$ cat src/rtl/rst_vector_sequencer_pkg.sv
`default_nettype none
// ============================================================================
//  Module      : rst_vector_sequencer_pkg
//  Description : Shared FSM encoding, RST opcode decode constants and vector
//                defaults for the restart-class sequencer.
//  Revision    : 1.0 - initial release
// ============================================================================
package rst_vector_sequencer_pkg;

    typedef enum logic [1:0] {
        ST_IDLE    = 2'd0,
        ST_PUSH_HI = 2'd1,
        ST_PUSH_LO = 2'd2,
        ST_LOAD    = 2'd3
    } state_t;

    // RST p opcodes are 11ppp111: the ppp field is the only don't-care.
    localparam logic [7:0]  c_rst_mask      = 8'b1100_0111;
    localparam logic [7:0]  c_rst_match     = 8'b1100_0111;

    localparam int          c_vec_bits_def  = 3;
    localparam int          c_vec_shift_def = 3;
    localparam int          c_irq_index_def = 7;
    localparam logic [15:0] c_vec_base_def  = 16'h0000;

    function automatic logic is_rst_opcode(input logic [7:0] op);
        return (op & c_rst_mask) == c_rst_match;
    endfunction

endpackage
`default_nettype wire

$ cat src/rtl/rst_vector_sequencer_if.sv
`default_nettype none
// ============================================================================
//  Module      : rst_vector_sequencer_if
//  Description : Decoder/stack-memory/PC-control bundle of the RST sequencer.
//  Revision    : 1.0 - initial release
// ============================================================================
interface rst_vector_sequencer_if #(
    parameter int DATA_W = 8,
    parameter int ADDR_W = 16
);
    logic              start;
    logic [7:0]        opcode;
    logic              irq_req;
    logic [ADDR_W-1:0] pc_in;
    logic [ADDR_W-1:0] sp_in;
    logic              mem_ready;
    logic              busy;
    logic              irq_ack;
    logic              mem_wr;
    logic [ADDR_W-1:0] mem_addr;
    logic [DATA_W-1:0] mem_wdata;
    logic              sp_dec;
    logic              pc_load;
    logic [ADDR_W-1:0] pc_value;
    logic              xpt_reset;

    modport master (
        output start, opcode, irq_req, pc_in, sp_in, mem_ready,
        input  busy, irq_ack, mem_wr, mem_addr, mem_wdata, sp_dec,
               pc_load, pc_value, xpt_reset
    );

    modport slave (
        input  start, opcode, irq_req, pc_in, sp_in, mem_ready,
        output busy, irq_ack, mem_wr, mem_addr, mem_wdata, sp_dec,
               pc_load, pc_value, xpt_reset
    );

endinterface
`default_nettype wire

$ cat src/rtl/rst_vector_gen.sv
`default_nettype none
// ============================================================================
//  Module      : rst_vector_gen
//  Description : Combinational vector index to restart address mapping.
//  Revision    : 1.0 - initial release
// ============================================================================
module rst_vector_gen
    import rst_vector_sequencer_pkg::*;
#(
    parameter int                ADDR_W    = 16,
    parameter int                VEC_BITS  = c_vec_bits_def,
    parameter int                VEC_SHIFT = c_vec_shift_def,
    parameter logic [ADDR_W-1:0] VEC_BASE  = ADDR_W'(c_vec_base_def)
) (
    input  wire logic [VEC_BITS-1:0] i_idx,
    output logic      [ADDR_W-1:0]   o_vector
);

    logic [ADDR_W-1:0] w_idx_ext;

    assign w_idx_ext = ADDR_W'(i_idx);
    // Sum is deliberately truncated to ADDR_W so a high base wraps.
    assign o_vector  = VEC_BASE + (w_idx_ext << VEC_SHIFT);

endmodule
`default_nettype wire

$ cat src/rtl/rst_vector_sequencer.sv
`default_nettype none
// ============================================================================
//  Module      : rst_vector_sequencer
//  Description : Pushes the return PC (high byte first) with a wait-state
//                handshake, then loads the RST/IRQ vector and restarts fetch.
//  Revision    : 1.0 - initial release
// ============================================================================
module rst_vector_sequencer
    import rst_vector_sequencer_pkg::*;
#(
    parameter int                DATA_W    = 8,
    parameter int                ADDR_W    = 16,
    parameter int                VEC_BITS  = c_vec_bits_def,
    parameter int                VEC_SHIFT = c_vec_shift_def,
    parameter logic [ADDR_W-1:0] VEC_BASE  = ADDR_W'(c_vec_base_def),
    parameter int                IRQ_INDEX = c_irq_index_def
) (
    input  wire logic            clk,
    input  wire logic            notReset,
    rst_vector_sequencer_if.slave bus
);

    generate
        if (ADDR_W != 2 * DATA_W) begin : g_width_check
            $error("rst_vector_sequencer: ADDR_W must equal 2*DATA_W");
        end
    endgenerate

    state_t              r_state;
    logic [DATA_W-1:0]   r_pc_lo;
    logic [ADDR_W-1:0]   r_sp;
    logic [VEC_BITS-1:0] r_idx;
    logic                r_busy;
    logic                r_irq_ack;
    logic                r_mem_wr;
    logic [ADDR_W-1:0]   r_mem_addr;
    logic [DATA_W-1:0]   r_mem_wdata;
    logic                r_pc_load;
    logic [ADDR_W-1:0]   r_pc_value;
    logic                r_xpt_reset;

    logic                w_rst_hit;
    logic                w_accept;
    logic [VEC_BITS-1:0] w_accept_idx;
    logic [ADDR_W-1:0]   w_vector;
    logic                w_wr_done;

    assign w_rst_hit    = bus.start && is_rst_opcode(bus.opcode);
    assign w_accept     = bus.irq_req || w_rst_hit;
    assign w_accept_idx = bus.irq_req ? VEC_BITS'(IRQ_INDEX)
                                      : bus.opcode[3 +: VEC_BITS];
    // A write completes only while a request is outstanding; stray ready is ignored.
    assign w_wr_done    = r_mem_wr && bus.mem_ready;

    rst_vector_gen #(
        .ADDR_W    (ADDR_W),
        .VEC_BITS  (VEC_BITS),
        .VEC_SHIFT (VEC_SHIFT),
        .VEC_BASE  (VEC_BASE)
    ) u_vector_gen (
        .i_idx    (r_idx),
        .o_vector (w_vector)
    );

    always_ff @(posedge clk or negedge notReset) begin
        if (!notReset) begin
            r_state     <= ST_IDLE;
            r_pc_lo     <= '0;
            r_sp        <= '0;
            r_idx       <= '0;
            r_busy      <= 1'b0;
            r_irq_ack   <= 1'b0;
            r_mem_wr    <= 1'b0;
            r_mem_addr  <= '0;
            r_mem_wdata <= '0;
            r_pc_load   <= 1'b0;
            r_pc_value  <= '0;
            r_xpt_reset <= 1'b0;
        end else begin
            r_irq_ack   <= 1'b0;
            r_pc_load   <= 1'b0;
            r_xpt_reset <= 1'b0;
            case (r_state)
                ST_IDLE: begin
                    if (w_accept) begin
                        // The high byte goes straight into the write register,
                        // so only the low byte of the return PC is kept.
                        r_irq_ack   <= bus.irq_req;
                        r_idx       <= w_accept_idx;
                        r_pc_lo     <= bus.pc_in[DATA_W-1:0];
                        r_sp        <= bus.sp_in;
                        r_mem_wr    <= 1'b1;
                        r_mem_addr  <= bus.sp_in - ADDR_W'(1);
                        r_mem_wdata <= bus.pc_in[ADDR_W-1:DATA_W];
                        r_busy      <= 1'b1;
                        r_state     <= ST_PUSH_HI;
                    end
                end
                ST_PUSH_HI: begin
                    if (bus.mem_ready) begin
                        r_sp        <= r_sp - ADDR_W'(1);
                        r_mem_addr  <= r_sp - ADDR_W'(2);
                        r_mem_wdata <= r_pc_lo;
                        r_state     <= ST_PUSH_LO;
                    end
                end
                ST_PUSH_LO: begin
                    if (bus.mem_ready) begin
                        r_sp        <= r_sp - ADDR_W'(1);
                        r_mem_wr    <= 1'b0;
                        r_mem_addr  <= '0;
                        r_mem_wdata <= '0;
                        r_pc_load   <= 1'b1;
                        r_xpt_reset <= 1'b1;
                        r_pc_value  <= w_vector;
                        r_state     <= ST_LOAD;
                    end
                end
                ST_LOAD: begin
                    r_pc_value <= '0;
                    r_busy     <= 1'b0;
                    r_state    <= ST_IDLE;
                end
                default: begin
                    r_mem_wr <= 1'b0;
                    r_busy   <= 1'b0;
                    r_state  <= ST_IDLE;
                end
            endcase
        end
    end

    assign bus.busy      = r_busy;
    assign bus.irq_ack   = r_irq_ack;
    assign bus.mem_wr    = r_mem_wr;
    assign bus.mem_addr  = r_mem_addr;
    assign bus.mem_wdata = r_mem_wdata;
    assign bus.sp_dec    = w_wr_done;
    assign bus.pc_load   = r_pc_load;
    assign bus.pc_value  = r_pc_value;
    assign bus.xpt_reset = r_xpt_reset;

endmodule
`default_nettype wire
$ cat src/flat_wrapper.sv
// flat-port wrapper written by rule: the top's interface ports become plain ports
module rst_vector_sequencer_flat import rst_vector_sequencer_pkg::*;
#(
    parameter int                DATA_W    = 8,
    parameter int                ADDR_W    = 16,
    parameter int                VEC_BITS  = c_vec_bits_def,
    parameter int                VEC_SHIFT = c_vec_shift_def,
    parameter logic [ADDR_W-1:0] VEC_BASE  = ADDR_W'(c_vec_base_def),
    parameter int                IRQ_INDEX = c_irq_index_def
)
  (clk, notReset, bus_start, bus_opcode, bus_irq_req, bus_pc_in, bus_sp_in, bus_mem_ready, bus_busy, bus_irq_ack, bus_mem_wr, bus_mem_addr, bus_mem_wdata, bus_sp_dec, bus_pc_load, bus_pc_value, bus_xpt_reset);
  rst_vector_sequencer_if #(.DATA_W(DATA_W), .ADDR_W(ADDR_W)) bus_i ();
  input  wire logic clk;
  input  wire logic notReset;
  input wire logic [$bits(bus_i.start)-1:0] bus_start;
  input wire logic [$bits(bus_i.opcode)-1:0] bus_opcode;
  input wire logic [$bits(bus_i.irq_req)-1:0] bus_irq_req;
  input wire logic [$bits(bus_i.pc_in)-1:0] bus_pc_in;
  input wire logic [$bits(bus_i.sp_in)-1:0] bus_sp_in;
  input wire logic [$bits(bus_i.mem_ready)-1:0] bus_mem_ready;
  output wire logic [$bits(bus_i.busy)-1:0] bus_busy;
  output wire logic [$bits(bus_i.irq_ack)-1:0] bus_irq_ack;
  output wire logic [$bits(bus_i.mem_wr)-1:0] bus_mem_wr;
  output wire logic [$bits(bus_i.mem_addr)-1:0] bus_mem_addr;
  output wire logic [$bits(bus_i.mem_wdata)-1:0] bus_mem_wdata;
  output wire logic [$bits(bus_i.sp_dec)-1:0] bus_sp_dec;
  output wire logic [$bits(bus_i.pc_load)-1:0] bus_pc_load;
  output wire logic [$bits(bus_i.pc_value)-1:0] bus_pc_value;
  output wire logic [$bits(bus_i.xpt_reset)-1:0] bus_xpt_reset;
  assign bus_i.start = bus_start;
  assign bus_i.opcode = bus_opcode;
  assign bus_i.irq_req = bus_irq_req;
  assign bus_i.pc_in = bus_pc_in;
  assign bus_i.sp_in = bus_sp_in;
  assign bus_i.mem_ready = bus_mem_ready;
  assign bus_busy = bus_i.busy;
  assign bus_irq_ack = bus_i.irq_ack;
  assign bus_mem_wr = bus_i.mem_wr;
  assign bus_mem_addr = bus_i.mem_addr;
  assign bus_mem_wdata = bus_i.mem_wdata;
  assign bus_sp_dec = bus_i.sp_dec;
  assign bus_pc_load = bus_i.pc_load;
  assign bus_pc_value = bus_i.pc_value;
  assign bus_xpt_reset = bus_i.xpt_reset;
  rst_vector_sequencer #(.DATA_W(DATA_W), .ADDR_W(ADDR_W), .VEC_BITS(VEC_BITS), .VEC_SHIFT(VEC_SHIFT), .VEC_BASE(VEC_BASE), .IRQ_INDEX(IRQ_INDEX)) u_core (.clk(clk), .notReset(notReset), .bus(bus_i));
endmodule
$ cat config.mk
export PLATFORM = sky130hd
export DESIGN_NAME = rst_vector_sequencer_flat
export DESIGN_NICKNAME = d
export VERILOG_FILES = /design/src/rtl/rst_vector_sequencer_pkg.sv /design/src/rtl/rst_vector_sequencer_if.sv /design/src/rtl/rst_vector_gen.sv /design/src/rtl/rst_vector_sequencer.sv /design/src/flat_wrapper.sv
export SDC_FILE = /design/constraint.sdc
export NUM_CORES = 1
export LEC_CHECK = 0
export CAP_MARGIN = 5
export CORE_MARGIN = 4
export CORE_UTILIZATION = 43
export DETAILED_ROUTE_END_ITERATION = 7
export PLACE_DENSITY = 0.71
export SYNTH_ARGS = -nofsm -noshare
export SYNTH_HDL_FRONTEND = slang
export SYNTH_SLANG_ARGS = --single-unit
$ cat constraint.sdc
create_clock -name clk -period 5.9 [get_ports clk]
set_clock_uncertainty 0.15 [all_clocks]
set_input_delay 1.18 -clock clk [delete_from_list [all_inputs] [get_ports clk]]
set_output_delay 1.18 -clock clk [all_outputs]
set_load 0.02 [all_outputs]
Word-level counts from Yosys, hierarchy flattened
Index checks and enable logic that the tools add are counted.
{"block": "word_totals", "inputBits": 45, "latch_bits": 0, "reg_bits": 73, "word_cells": 65, "mem_count": 0, "mem_bits_rw": 0, "rom_bits": 0, "output_inout_bits": 46}
{"block": "classes", "reduce_logical": 17, "muxes": 26, "eq_ne": 8, "n_mul": 0, "order_cmp": 0, "n_div": 0, "bitwise_logic": 0, "shift": 0, "add_sub_neg": 3}
{"operator": "two-way mux 16 bit", "n": 6}
{"operator": "case mux 16 bit (2 select lines)", "n": 2}
{"operator": "case mux 16 bit (3 select lines)", "n": 1}
{"operator": "subtractor 16 x 1 -> 16 bit (second input constant)", "n": 2}
{"operator": "two-way mux 8 bit", "n": 3}
{"operator": "case mux 8 bit (3 select lines)", "n": 1}
{"operator": "subtractor 16 x 2 -> 16 bit (second input constant)", "n": 1}
{"operator": "AND reduction 3 bit", "n": 3}
{"operator": "case mux 2 bit (4 select lines)", "n": 1}
{"operator": "nonzero test 2 bit", "n": 4}
{"operator": "two-way mux 1 bit", "n": 6}
{"operator": "two-way mux 2 bit", "n": 3}
{"operator": "AND reduction 2 bit", "n": 3}
{"operator": "equality test 5 bit (second input constant)", "n": 1}
{"operator": "equality test 2 bit (second input constant)", "n": 2}
{"operator": "inequality test 2 x 1 -> 1 bit (second input constant)", "n": 2}
{"operator": "inequality test 2 bit (second input constant)", "n": 2}
{"operator": "case mux 1 bit (2 select lines)", "n": 2}
{"operator": "AND reduction 4 bit", "n": 1}
{"operator": "two-way mux 3 bit", "n": 1}
{"operator": "nonzero test 3 bit", "n": 1}
{"operator": "equality test 2 x 1 -> 1 bit (second input constant)", "n": 1}
{"operator": "logical AND 1 bit", "n": 2}
{"operator": "zero test 2 bit", "n": 1}
{"operator": "other kinds (2)", "n": 2}

Logic depth before layout (Yosys ltp)
Gate-level depths: netlist of run 1.
{"block": "logic_depth", "word_depth": 5, "ltp_mapped": 9, "depth_no_buf": 7}

Hierarchy
From an unflattened synthesis of run 1, not the netlist that was laid out.
{"block": "hier_totals", "cells_unflattened": 435, "area_unflattened_um2": 4237.8}
{"module": "rst_vector_sequencer", "seq_area_each_um2": 1826.8, "cells_each": 418, "area_per_inst_um2": 4113.9, "instances": 1}
{"module": "rst_vector_gen", "seq_area_each_um2": 0.0, "cells_each": 17, "area_per_inst_um2": 123.9, "instances": 1}

Least setup slack after synthesis of run 1
OpenSTA, ideal clock, no wires.
{"block": "synth_path", "path_kind": "input-to-reg", "startpoint": "in bus_sp_in[0]", "endpoint": "reg u_core.r_mem_addr[12] (netlist: u_core.bus.mem_addr[12])", "path_stages": 7, "setup_ns": 0.133, "t_arrival_ns": 2.525, "required_time_ns": 5.617, "n_path_buf": 0, "path_slack_ns": 3.092, "cell_sequence": "inv_1 > ha_1 > or4b_4 > and4bb_2 > xor2_1 > a221oi_1 > a21oi_1"}
{"block": "synth_via", "elab_chain_cells": 3}
{"item": "start: declaration", "line_no": "flat_wrapper.sv:19", "text": "input wire logic [$bits(bus_i.sp_in)-1:0] bus_sp_in;"}
{"item": "subtractor 16 x 1 -> 16 bit", "line_no": "rst_vector_sequencer.sv:93", "text": "r_mem_addr <= bus.sp_in - ADDR_W'(1);"}
{"item": "two-way mux 16 bit", "line_no": "rst_vector_sequencer.sv:85", "text": "if (w_accept) begin"}
{"item": "case mux 16 bit (3 select lines)", "line_no": "rst_vector_sequencer.sv:83", "text": "case (r_state)"}
{"item": "end signal: assignment", "line_no": "rst_vector_sequencer.sv:93"}
{"item": "end signal: assignment", "line_no": "rst_vector_sequencer.sv:102", "text": "r_mem_addr <= r_sp - ADDR_W'(2);"}
{"item": "end: declaration", "line_no": "rst_vector_sequencer.sv:36", "text": "logic [ADDR_W-1:0] r_mem_addr;"}
No other way between the ends. The select of a mux whose other input is x is not followed.
A chain may end at the register's enable or synchronous reset.

Final worst setup path of run 1
{"block": "layout_path", "startpoint": "in bus_mem_ready", "endpoint": "out bus_sp_dec"}
{"block": "layout_via", "elab_chain_cells": 1}
{"item": "start: declaration", "line_no": "flat_wrapper.sv:20", "text": "input wire logic [$bits(bus_i.mem_ready)-1:0] bus_mem_ready;"}
{"item": "logical AND 1 bit", "line_no": "rst_vector_sequencer.sv:53", "text": "assign w_wr_done = r_mem_wr && bus.mem_ready;"}
{"item": "end: declaration", "line_no": "flat_wrapper.sv:26", "text": "output wire logic [$bits(bus_i.sp_dec)-1:0] bus_sp_dec;"}
No other way between the ends.

==> out/metrics.yaml, run 1 <==
run_status:
  status: "complete, no violations"
yosys:
  yosysTopAreaCellShare_pct: 41.1
  synthMostInstantiatedCell: "dfrtp_1"
  synth-simple-area-share_pct: 17.6
  ys_ff_latch: 60
  syn-cell-area_sq_mm: 0.00365
  synthTopCellsByCount: "dfrtp_1 (60), nand2_1 (43), o21ai_0 (40)"
  syn_inst: 407
  synth.distinct_cells: 55
  yosys-top-cells-area: "dfrtp_1 (41%), o21ai_0 (5.5%), nand2_1 (4.4%), a21oi_1 (3.7%), a22oi_1 (3.5%)"
  synthXorXnorAreaFrac_pct: 5.51
  yosys.area.top_type: "dfrtp_1"
  syn_area_per_cell_sq_um: 8.98
  synth_top_flop_cell: "dfrtp_1"
  synth_top_family_by_area: "compound AO/OA/AOI/OAI gates"
  synthMuxAreaShare_pct: 3.29
  synth_edf_count: 0
  synth-seq-area-share_pct: 41.1
  synthAdderAreaFrac_pct: 2.74
  yosys_warnings: 0
  synth_async_sr_flop_share_pct: 100
  synth_compound_area_share_pct: 22.1
global_route:
  grt_pass1_wl_microns: 15600
  grt_pass1_vias: 3004
  antenna_found_initial: 0
  track_usage_pct: 19.6
  gr-total-overflow: 0
  grt_max_degree: 61
setup_path:
  critPathTopFamily: "buffers and inverters"
  critPathMaxStageDelay_ns: 0.61
  cp.required_ns: 4.57
  crit_chain: "clkdlybuf4s50_1, and2_1, clkdlybuf4s50_1"
  cp.buffers_inverters: 2
  critPathMaxFanout: 6
  cp_slowest_cell: "clkdlybuf4s50_1"
  crit_type: "in -> out"
  start_kind: "primary input"
  end_kind: "primary output"
  arrival_ns: 2.55
  critPathMostFrequentCell: "clkdlybuf4s50_1"
drt:
  avgRoutedWirePerCell_microns: 16.2
  antenna_left: 0
  wirelength_microns: 9450
  drtPass1Iterations: 4
  vias: 3193
  via_per_inst: 5.47
  drtIter0Drc: 298
  post-route-drc-count: 0
timing:
  max_freq_mhz: 257
  drv_slew: 0
  slew_headroom_pct: 20.3
  layout_min_cycle_time_ns: 3.88
  tightest_slew_ns: 1.18
  fin_crit_sh_pct: 65.8
  final.setup.tns_ns: 0
  rsz0062_at_grt: "false"
  hold_violations: 0
  setup_viol: 0
clock_network:
  htree_levels: 3
  cts.sinks: 60
  cts_max_path_buffers: 2
  postCtsHoldBufs: 0
  clk_pin_slew_ns: 0.07
  cts_tree: "done"
  cts-resized-gates: 0
  clock_latency_ns: 0.35
  cts_buffers: 9
  root_buffer: "clkbuf_8"
  post_cts_buffers: 0
die:
  die_area_sq_mm: 0.0100
  die_h_microns: 100
  initial_core_util_pct: 44.3
  core_sq_mm: 0.00826
  num_rows: 33
  chipWidth_microns: 100
  pin_count: 91
finish:
  layout-drive-gt1-share_pct: 8.35
  antenna_cells: 0
  fin_nets: 527
  areaGrowthSynthToFinish_pct: 26.7
flow_run:
  maxCapViolations: 0
pwr:
  power.switching_mw: 1.20
  switching_share_pct: 46.1
  comb_power_share_pct: 55.3
  p_total_mw: 2.60
  irDropWorstVdd_mv: 0.446
  p_seq_share_pct: 30.1
  cellLeakagePower_nw: 1.90
  pwr-share-clk_pct: 14.6
  power.density_mw_per_mm2: 562
  internal_power_mw: 1.40
placement:
  dp_hpwl_microns: 6870
  gp_congestion: 0.944
  io_buffers: 77
hold_path:
  min_path_type: "reg -> reg"
-- final cells by class --
type / count / area [sq um]
multi-input combinational: 305 / 1940
timing repair buffer: 81 / 796
tap: 105 / 131
fill: 771 / 3630
clock inverter: 7 / 75.1
inverter: 17 / 63.8
clock buffer: 9 / 124
sequential: 60 / 1500
-- tightest hold or removal path, delay by kind of cell (launching register included) --
| family | cells | cell delay, ns |
|---|---|---|
| flops | 1 | 0.34 |
| compound gates | 1 | 0.06 |
| simple gates | 1 | 0.04 |
-- per-stage QoR --
stage          cells  instance area [sq um]  hold WS, ns  setup WS [ns]  utilization (%)
5_1_grt          584                   4630        0.365           1.96             56.1
3_3_place_gp     568                   4430        0.310           2.01             53.7
3_5_place_dp     568                   4430        0.319           2.00             53.7
4_1_cts          584                   4630        0.336           2.00             56.1
2_1_floorplan    419                   3700        0.301           3.09                -
6_report         584                   4630        0.328           2.02             56.1
-- per-layer routing --
metal,wire length (microns),vias to the layer above,GRT usage (%),share of wire (%)
li1,-,1575,-,-
met1,4010,1508,27.6,42
met2,4620,101,30.8,49
met3,738,9,4.17,7.8
met4,80,0,4.97,0.85
met5,0,-,0,0
-- registers in the layout, indices dropped and copies added (netlist names) --
name / flops
u_core.r_pc_lo: 8
u_core.bus.busy: 1
u_core.bus.mem_addr: 16
u_core.bus.mem_wr: 1
u_core.r_idx: 3
u_core.bus.irq_ack: 1
u_core.r_sp: 16
u_core.bus.pc_load: 1
u_core.bus.mem_wdata: 8
u_core.r_state: 2
u_core.bus.pc_value: 3
-- path summary, 6_finish.rpt --
check	end	slack, ns	cells past startpoint	startpoint
max in group asynchronous	u_core.bus.busy	4.25	2	notReset
worst min-delay path	u_core.bus.mem_addr[6]	0.33	2	u_core.bus.mem_addr[6]
min in group asynchronous	u_core.bus.mem_wdata[1]	0.83	2	notReset
worst max register to register	u_core.r_sp[10]	3.28	7	u_core.r_state[1]
worst max-delay path	bus_sp_dec	2.02	3	bus_mem_ready
worst min register to register	u_core.bus.mem_addr[6]	0.33	2	u_core.bus.mem_addr[6]
-- power by group through the flow --
| stage | clock network, mW | logic, mW | registers (mW) |
|---|---|---|---|
| 6_report | 0.380 | 1.44 | 0.782 |
| 5_1_grt | 0.401 | 1.62 | 0.814 |
| 4_1_cts | 0.388 | 1.45 | 0.780 |
| 3_5_place_dp | 0 | 1.44 | 0.787 |
| 3_3_place_gp | 0 | 1.41 | 0.777 |
| 2_1_floorplan | 0 | 0.947 | 0.828 |
-- layout by cell type, fill, tap and decap left out, types with 12 or more instances in the layout --
| cell type | count |
|---|---|
| clkdlybuf4s50_1 | 76 |
| dfrtp_1 | 60 |
| nand2_1 | 43 |
| o21ai_0 | 40 |
| a21oi_1 | 27 |
| nor2_1 | 26 |
| inv_1 | 17 |
| a22oi_1 | 17 |
| conb_1 | 13 |
| xor2_1 | 12 |
-- logic make-up (layout without fill, tap and decap cells) --
group	Yosys count	count (layout)
AOI/OAI and AO/OA	128	128
xor gates and xnor gates	23	23
adders and majority gates	8	8
buffers and inverters	54	114
DFF	60	60
muxes	11	11
other	1	13
and+or+nand+nor	122	122
No activity file was read; power rests on OpenSTA's default activity.
==> run 2: changes to the inputs <==
==> constraint.sdc (replaced) <==
create_clock -name clk -period 3.87 [get_ports clk]
set_clock_uncertainty 0.15 [all_clocks]
set_input_delay 0.774 -clock clk [delete_from_list [all_inputs] [get_ports clk]]
set_output_delay 0.774 -clock clk [all_outputs]
set_load 0.02 [all_outputs]
==> run 2 against run 1 <==
Against the previous run: hold slack got worse by 0.11 ns; sequential cell count unchanged; clock power is 69% higher; final cell count up 0.17%; largest power group unchanged; core utilization up 0.38 points; first-iteration DRC count down 19%; non-clock buffer count grew 1; critical endpoint unchanged; combinational power grew 53%; critical path type unchanged; routed wire length is 0.31% higher.
==> out/metrics.yaml, run 2 (synthesized netlist as in run 1, its figures left out) <==
timing:
  fin_crit_sh_pct: 79.5
  layout_min_cycle_time_ns: 3.08
  hold_violations: 0  # unchanged
  final.setup.tns_ns: 0  # unchanged
  drv_slew: 0  # unchanged
  slew_headroom_pct: 30.5  # was 20.3%
  setup_viol: 0  # unchanged
  rsz0062_at_grt: "false"  # unchanged
  max_freq_mhz: 325
  tightest_slew_ns: 1.04  # was 1.18 ns
setup_path:
  cp_slowest_cell: "clkdlybuf4s50_1"  # unchanged
  crit_chain: "clkdlybuf4s50_1, and2_1, clkdlybuf4s50_1"  # unchanged
  rrSetupSlack_ns: 1.35  # was 3.28 ns
  start_kind: "primary input"  # unchanged
  critPathMaxFanout: 6  # unchanged
  ff2ff_path_depth: 7  # unchanged
  arrival_ns: 2.15  # was 2.55 ns
  critPathMostFrequentCell: "clkdlybuf4s50_1"  # unchanged
  cp.required_ns: 2.95  # was 4.57 ns
  end_kind: "primary output"  # unchanged
  crit_type: "in -> out"  # unchanged
  critPathMaxStageDelay_ns: 0.61  # about the same
  regToRegEndpoint: "u_core.bus.mem_addr[4]"  # was u_core.r_sp[10]
  r2r_start: "u_core.r_state[0]"  # was u_core.r_state[1]
clock_network:
  postCtsHoldBufs: 0  # unchanged
  post_cts_buffers: 0  # unchanged
  clk_pin_slew_ns: 0.08  # was 0.07 ns
  root_buffer: "clkbuf_8"  # unchanged
  htree_levels: 3  # unchanged
  clock_latency_ns: 0.35  # about the same
  cts.sinks: 60  # unchanged
  cts_tree: "done"  # unchanged
  cts_buffers: 9  # unchanged
  cts_max_path_buffers: 2  # unchanged
  cts-resized-gates: 0  # unchanged
finish:
  final_common_cell: "clkdlybuf4s50_1"  # unchanged
  final_cell_mix: "clkdlybuf4s50_1 (76), dfrtp_1 (60), nand2_1 (43)"  # unchanged
  layout-drive-gt1-share_pct: 8.54  # was 8.35%
  antenna_cells: 0  # unchanged
  areaGrowthSynthToFinish_pct: 27.5  # was 26.7%
  fin_nets: 528  # was 527
die:
  pin_count: 91  # unchanged
  die_area_sq_mm: 0.0100  # unchanged
  core_sq_mm: 0.00826  # unchanged
  initial_core_util_pct: 44.3  # unchanged
  chipWidth_microns: 100  # unchanged
  num_rows: 33  # unchanged
  die_h_microns: 100  # unchanged
pwr:
  pwr-share-clk_pct: 15.9  # was 14.6%
  cellLeakagePower_nw: 1.91  # was 1.90 nW
  p_total_mw: 4.03  # was 2.60 mW
  switching_share_pct: 45.5  # was 46.1%
  p_seq_share_pct: 29.6  # was 30.1%
  comb_power_share_pct: 54.5  # was 55.3%
  irDropWorstVdd_mv: 0.561  # was 0.446 mV
  power.density_mw_per_mm2: 865  # was 562 mW/mm^2
  power.switching_mw: 1.83  # was 1.20 mW
  internal_power_mw: 2.20  # was 1.40 mW
placement:
  io_buffers: 77  # unchanged
  dp_hpwl_microns: 7030  # was 6870 microns
  gp_congestion: 0.927  # was 0.944
run_status:
  status: "complete, no violations"  # unchanged
drt:
  vias: 3246  # was 3193
  drtPass1Iterations: 5  # was 4
  antenna_left: 0  # unchanged
  post-route-drc-count: 0  # unchanged
  drtIter0Drc: 241  # was 298
  wirelength_microns: 9480  # was 9450 microns
  avgRoutedWirePerCell_microns: 16.2  # about the same
  via_per_inst: 5.55  # was 5.47
global_route:
  grt_pass1_vias: 2999  # was 3004
  grt_pass1_wl_microns: 15300  # was 15600 microns
  track_usage_pct: 19.5  # was 19.6%
  antenna_found_initial: 0  # unchanged
  gr-total-overflow: 0  # unchanged
  grt_max_degree: 49  # was 61
flow_run:
  maxCapViolations: 0  # unchanged
hold_path:
  min_path_type: "in -> async"  # was reg -> reg
-- run 2: cell count changes in the layout (fill, tap and decap cells not counted) --
cell	previous run	this run
clkinvlp_4	0	1
clkinv_2	2	1
inv_6	2	1
bufinv_16	1	2
buf_4	4	5
-- run 2: worst max path at each step --
| stage | from | end | slack [ns] | depth (start not counted) |
|---|---|---|---|---|
| after floorplan | bus_sp_in[0] | u_core.bus.mem_addr[12] | 1.47 | 7 |
| after global routing | bus_mem_ready | bus_sp_dec | 0.72 | 3 |
| after global placement | bus_mem_ready | bus_sp_dec | 0.77 | 3 |
| final | bus_mem_ready | bus_sp_dec | 0.79 | 3 |
| after CTS | bus_mem_ready | bus_sp_dec | 0.77 | 3 |
| after detailed placement | bus_mem_ready | bus_sp_dec | 0.76 | 3 |
-- run 2: final cells by class --
type / count / area (sq um)
clock inverters: 7 / 98.8
repair buffers: 82 / 803
well taps: 105 / 131
clock buffers: 9 / 124
inverters: 17 / 63.8
multi-input cells: 305 / 1940
flip-flops and latches: 60 / 1500
fillers: 779 / 3600
-- run 2: layer usage --
| layer | share of wire (%) | up-vias | track usage (%) |
|---|---|---|---|
| li1 | - | 1575 | - |
| met3 | 5.0 | 13 | 3.54 |
| met2 | 48 | 100 | 30.4 |
| met4 | 1.5 | 0 | 6.11 |
| met1 | 46 | 1558 | 27.5 |
| met5 | 0 | - | 0 |
-- run 2: per-stage QoR --
stage / util, % / hold WS (ns) / instance area (sq um) / std cells / setup slack [ns]
after CTS: 56.4 / 0.224 / 4660 / 585 / 0.765
after detailed placement: 53.7 / 0.320 / 4440 / 569 / 0.763
final: 56.4 / 0.215 / 4660 / 585 / 0.792
after global routing: 56.4 / 0.238 / 4660 / 585 / 0.724
after global placement: 53.7 / 0.312 / 4440 / 569 / 0.771
after floorplan: - / 0.301 / 3700 / 419 / 1.47
-- run 2: critical path: cells and delay by family --
family	cells	cell delay, ns
buffers and inverters	2	1.21
and+or+nand+nor	1	0.17
-- run 2: power groups by stage --
| stage | registers [mW] | clock network, mW | logic, mW |
|---|---|---|---|
| floorplan | 1.26 | 0 | 1.44 |
| global placement | 1.19 | 0 | 2.16 |
| detailed placement | 1.20 | 0 | 2.19 |
| CTS | 1.19 | 0.653 | 2.20 |
| global route | 1.24 | 0.682 | 2.45 |
| finish | 1.19 | 0.643 | 2.20 |
==> run 3: changes to the inputs <==
==> constraint.sdc (replaced) <==
create_clock -name clk -period 2.9 [get_ports clk]
set_clock_uncertainty 0.15 [all_clocks]
set_input_delay 0.58 -clock clk [delete_from_list [all_inputs] [get_ports clk]]
set_output_delay 0.58 -clock clk [all_outputs]
set_load 0.02 [all_outputs]
==> run 3 against run 2 <==
Against the previous run: sequential share of layout area fell by 0.78 points; register-to-register slack got worse by 0.82 ns; combinational power rose by 43%; sequential power rose by 34%; global-route usage rose by 0.35 points; count of clock-buffer cells in the layout rose by 1; sequential cell count did not move; non-clock buffer count rose by 18; first-iteration DRC count rose by 15%; core utilization rose by 1.4 points.
==> out/metrics.yaml, run 3 (synthesized netlist as in run 1, its figures left out) <==
setup_path:
  crit_chain: "clkdlybuf4s50_1, and2_1, clkdlybuf4s50_1"  # unchanged
  end_kind: "primary output"  # unchanged
  cp.required_ns: 2.17  # was 2.95 ns
  start_kind: "primary input"  # unchanged
  critPathMaxStageDelay_ns: 0.60  # was 0.61 ns
  critPathMaxFanout: 2  # was 6
  crit_type: "in -> out"  # unchanged
  cp_slowest_cell: "clkdlybuf4s50_1"  # unchanged
  arrival_ns: 1.80  # was 2.15 ns
  critPathMostFrequentCell: "clkdlybuf4s50_1"  # unchanged
global_route:
  met2_usage_pct: 32.7  # was 30.4%
  grt_max_degree: 24  # was 49
  gr-usage-met3_pct: 2.43  # was 3.54%
  grt.met1_usage_pct: 27.2  # was 27.5%
  grt_pass1_wl_microns: 15900  # was 15300 microns
  gr-total-overflow: 0  # unchanged
  grt_pass1_vias: 3187  # was 2999
  track_usage_pct: 19.8  # was 19.5%
  antenna_found_initial: 0  # unchanged
  top_usage_layer: "met2"  # unchanged
clock_network:
  post_cts_buffers: 0  # unchanged
  cts.sinks: 60  # unchanged
  clock_latency_ns: 0.34  # was 0.35 ns
  cts_buffers: 9  # unchanged
  cts_tree: "done"  # unchanged
  clk_pin_slew_ns: 0.07  # was 0.08 ns
  postCtsHoldBufs: 0  # unchanged
  cts_max_path_buffers: 2  # unchanged
  htree_levels: 3  # unchanged
  cts-resized-gates: 0  # unchanged
  root_buffer: "clkbuf_8"  # unchanged
timing:
  slew_headroom_pct: 40.2  # was 30.5%
  setup_viol: 0  # unchanged
  layout_min_cycle_time_ns: 2.53
  max_freq_mhz: 396
  drv_slew: 0  # unchanged
  hold_violations: 0  # unchanged
  rsz0062_at_grt: "false"  # unchanged
  final.setup.tns_ns: 0  # unchanged
  holdWs_ns: 0.0177  # was 0.215 ns
  tightest_slew_ns: 0.889  # was 1.04 ns
  fin_crit_sh_pct: 87.1
placement:
  io_buffers: 77  # unchanged
  place_area_sq_mm: 0.00459  # was 0.00444 sq mm
  gp_congestion: 0.938  # was 0.927
  dp_hpwl_microns: 7560  # was 7030 microns
pwr:
  power.density_mw_per_mm2: 1150  # was 865 mW/mm^2
  cellLeakagePower_nw: 1.98  # was 1.91 nW
  irDropWorstVdd_mv: 0.656  # was 0.561 mV
finish:
  layout-drive-gt1-share_pct: 11.6  # was 8.54%
  utilization_pct: 57.8  # was 56.4%
  final_common_cell: "clkdlybuf4s50_1"  # unchanged
  fin_nets: 546  # was 528
  areaGrowthSynthToFinish_pct: 30.7  # was 27.5%
  antenna_cells: 0  # unchanged
  finish.instance_area_sq_mm: 0.00478  # was 0.00466 sq mm
  final_cell_mix: "clkdlybuf4s50_1 (76), dfrtp_1 (60), nand2_1 (43)"  # unchanged
drt:
  avgRoutedWirePerCell_microns: 16.3  # was 16.2 microns
  vias: 3313  # was 3246
  via_per_inst: 5.49  # was 5.55
  wirelength_microns: 9810  # was 9480 microns
  drtIter0Drc: 277  # was 241
  post-route-drc-count: 0  # unchanged
  antenna_left: 0  # unchanged
  drtPass1Iterations: 5  # unchanged
run_status:
  status: "complete, no violations"  # unchanged
die:
  initial_core_util_pct: 44.3  # unchanged
  chipWidth_microns: 100  # unchanged
  die_area_sq_mm: 0.0100  # unchanged
  core_sq_mm: 0.00826  # unchanged
  num_rows: 33  # unchanged
  pin_count: 91  # unchanged
  die_h_microns: 100  # unchanged
hold_path:
  min_path_type: "in -> async"  # unchanged
flow_run:
  maxCapViolations: 0  # unchanged
## run 3: layout make-up
| cell class | count | area (sq um) |
|---|---|---|
| well taps | 105 | 131 |
| repair buffers | 100 | 951 |
| clock buffers | 10 | 128 |
| multi-input cells | 305 | 1940 |
| fillers | 758 | 3480 |
| flip-flops and latches | 60 | 1500 |
| clock inverters | 6 | 63.8 |
| inverters | 17 | 63.8 |
## run 3: worst paths after layout
check | start | to | slack [ns] | depth (start not counted)
min reg2reg | u_core.bus.mem_addr[2] | u_core.bus.mem_addr[2] | 0.33 | 2
min | notReset | u_core.r_pc_lo[1] | 0.02 | 1
max in group asynchronous | notReset | u_core.bus.mem_wdata[4] | 1.92 | 2
max | bus_mem_ready | bus_sp_dec | 0.37 | 3
max reg2reg | u_core.r_sp[1] | u_core.r_sp[13] | 0.53 | 7
min in group clk | u_core.bus.mem_addr[2] | u_core.bus.mem_addr[2] | 0.33 | 2
## run 3: report_power, final
part / switching [mW] / internal (mW) / leakage [nW] / total (mW)
clock network: 0.355 / 0.397 / 0.0927 / 0.752
registers: 0.358 / 1.24 / 0.734 / 1.60
logic: 1.78 / 1.37 / 1.16 / 3.15
## run 3: stage by stage
step	instances	setup slack, ns	total power, mW
after global placement	587	0.162	4.65
after global routing	603	0.289	5.93
after floorplan	419	0.692	3.61
after detailed placement	587	0.0748	4.75
after CTS	603	0.367	5.51
final	603	0.373	5.50
## run 3: routing by layer
metal	part of all wire (%)	up-vias
met3	5.5	17
met4	1.2	0
met1	44	1580
met5	0	-
met2	49	103
li1	-	1613
## run 3: critical path: cells and delay by family
family | cells | cell delay [ns]
and+or+nand+nor | 1 | 0.13
buffers and inverters | 2 | 1.08
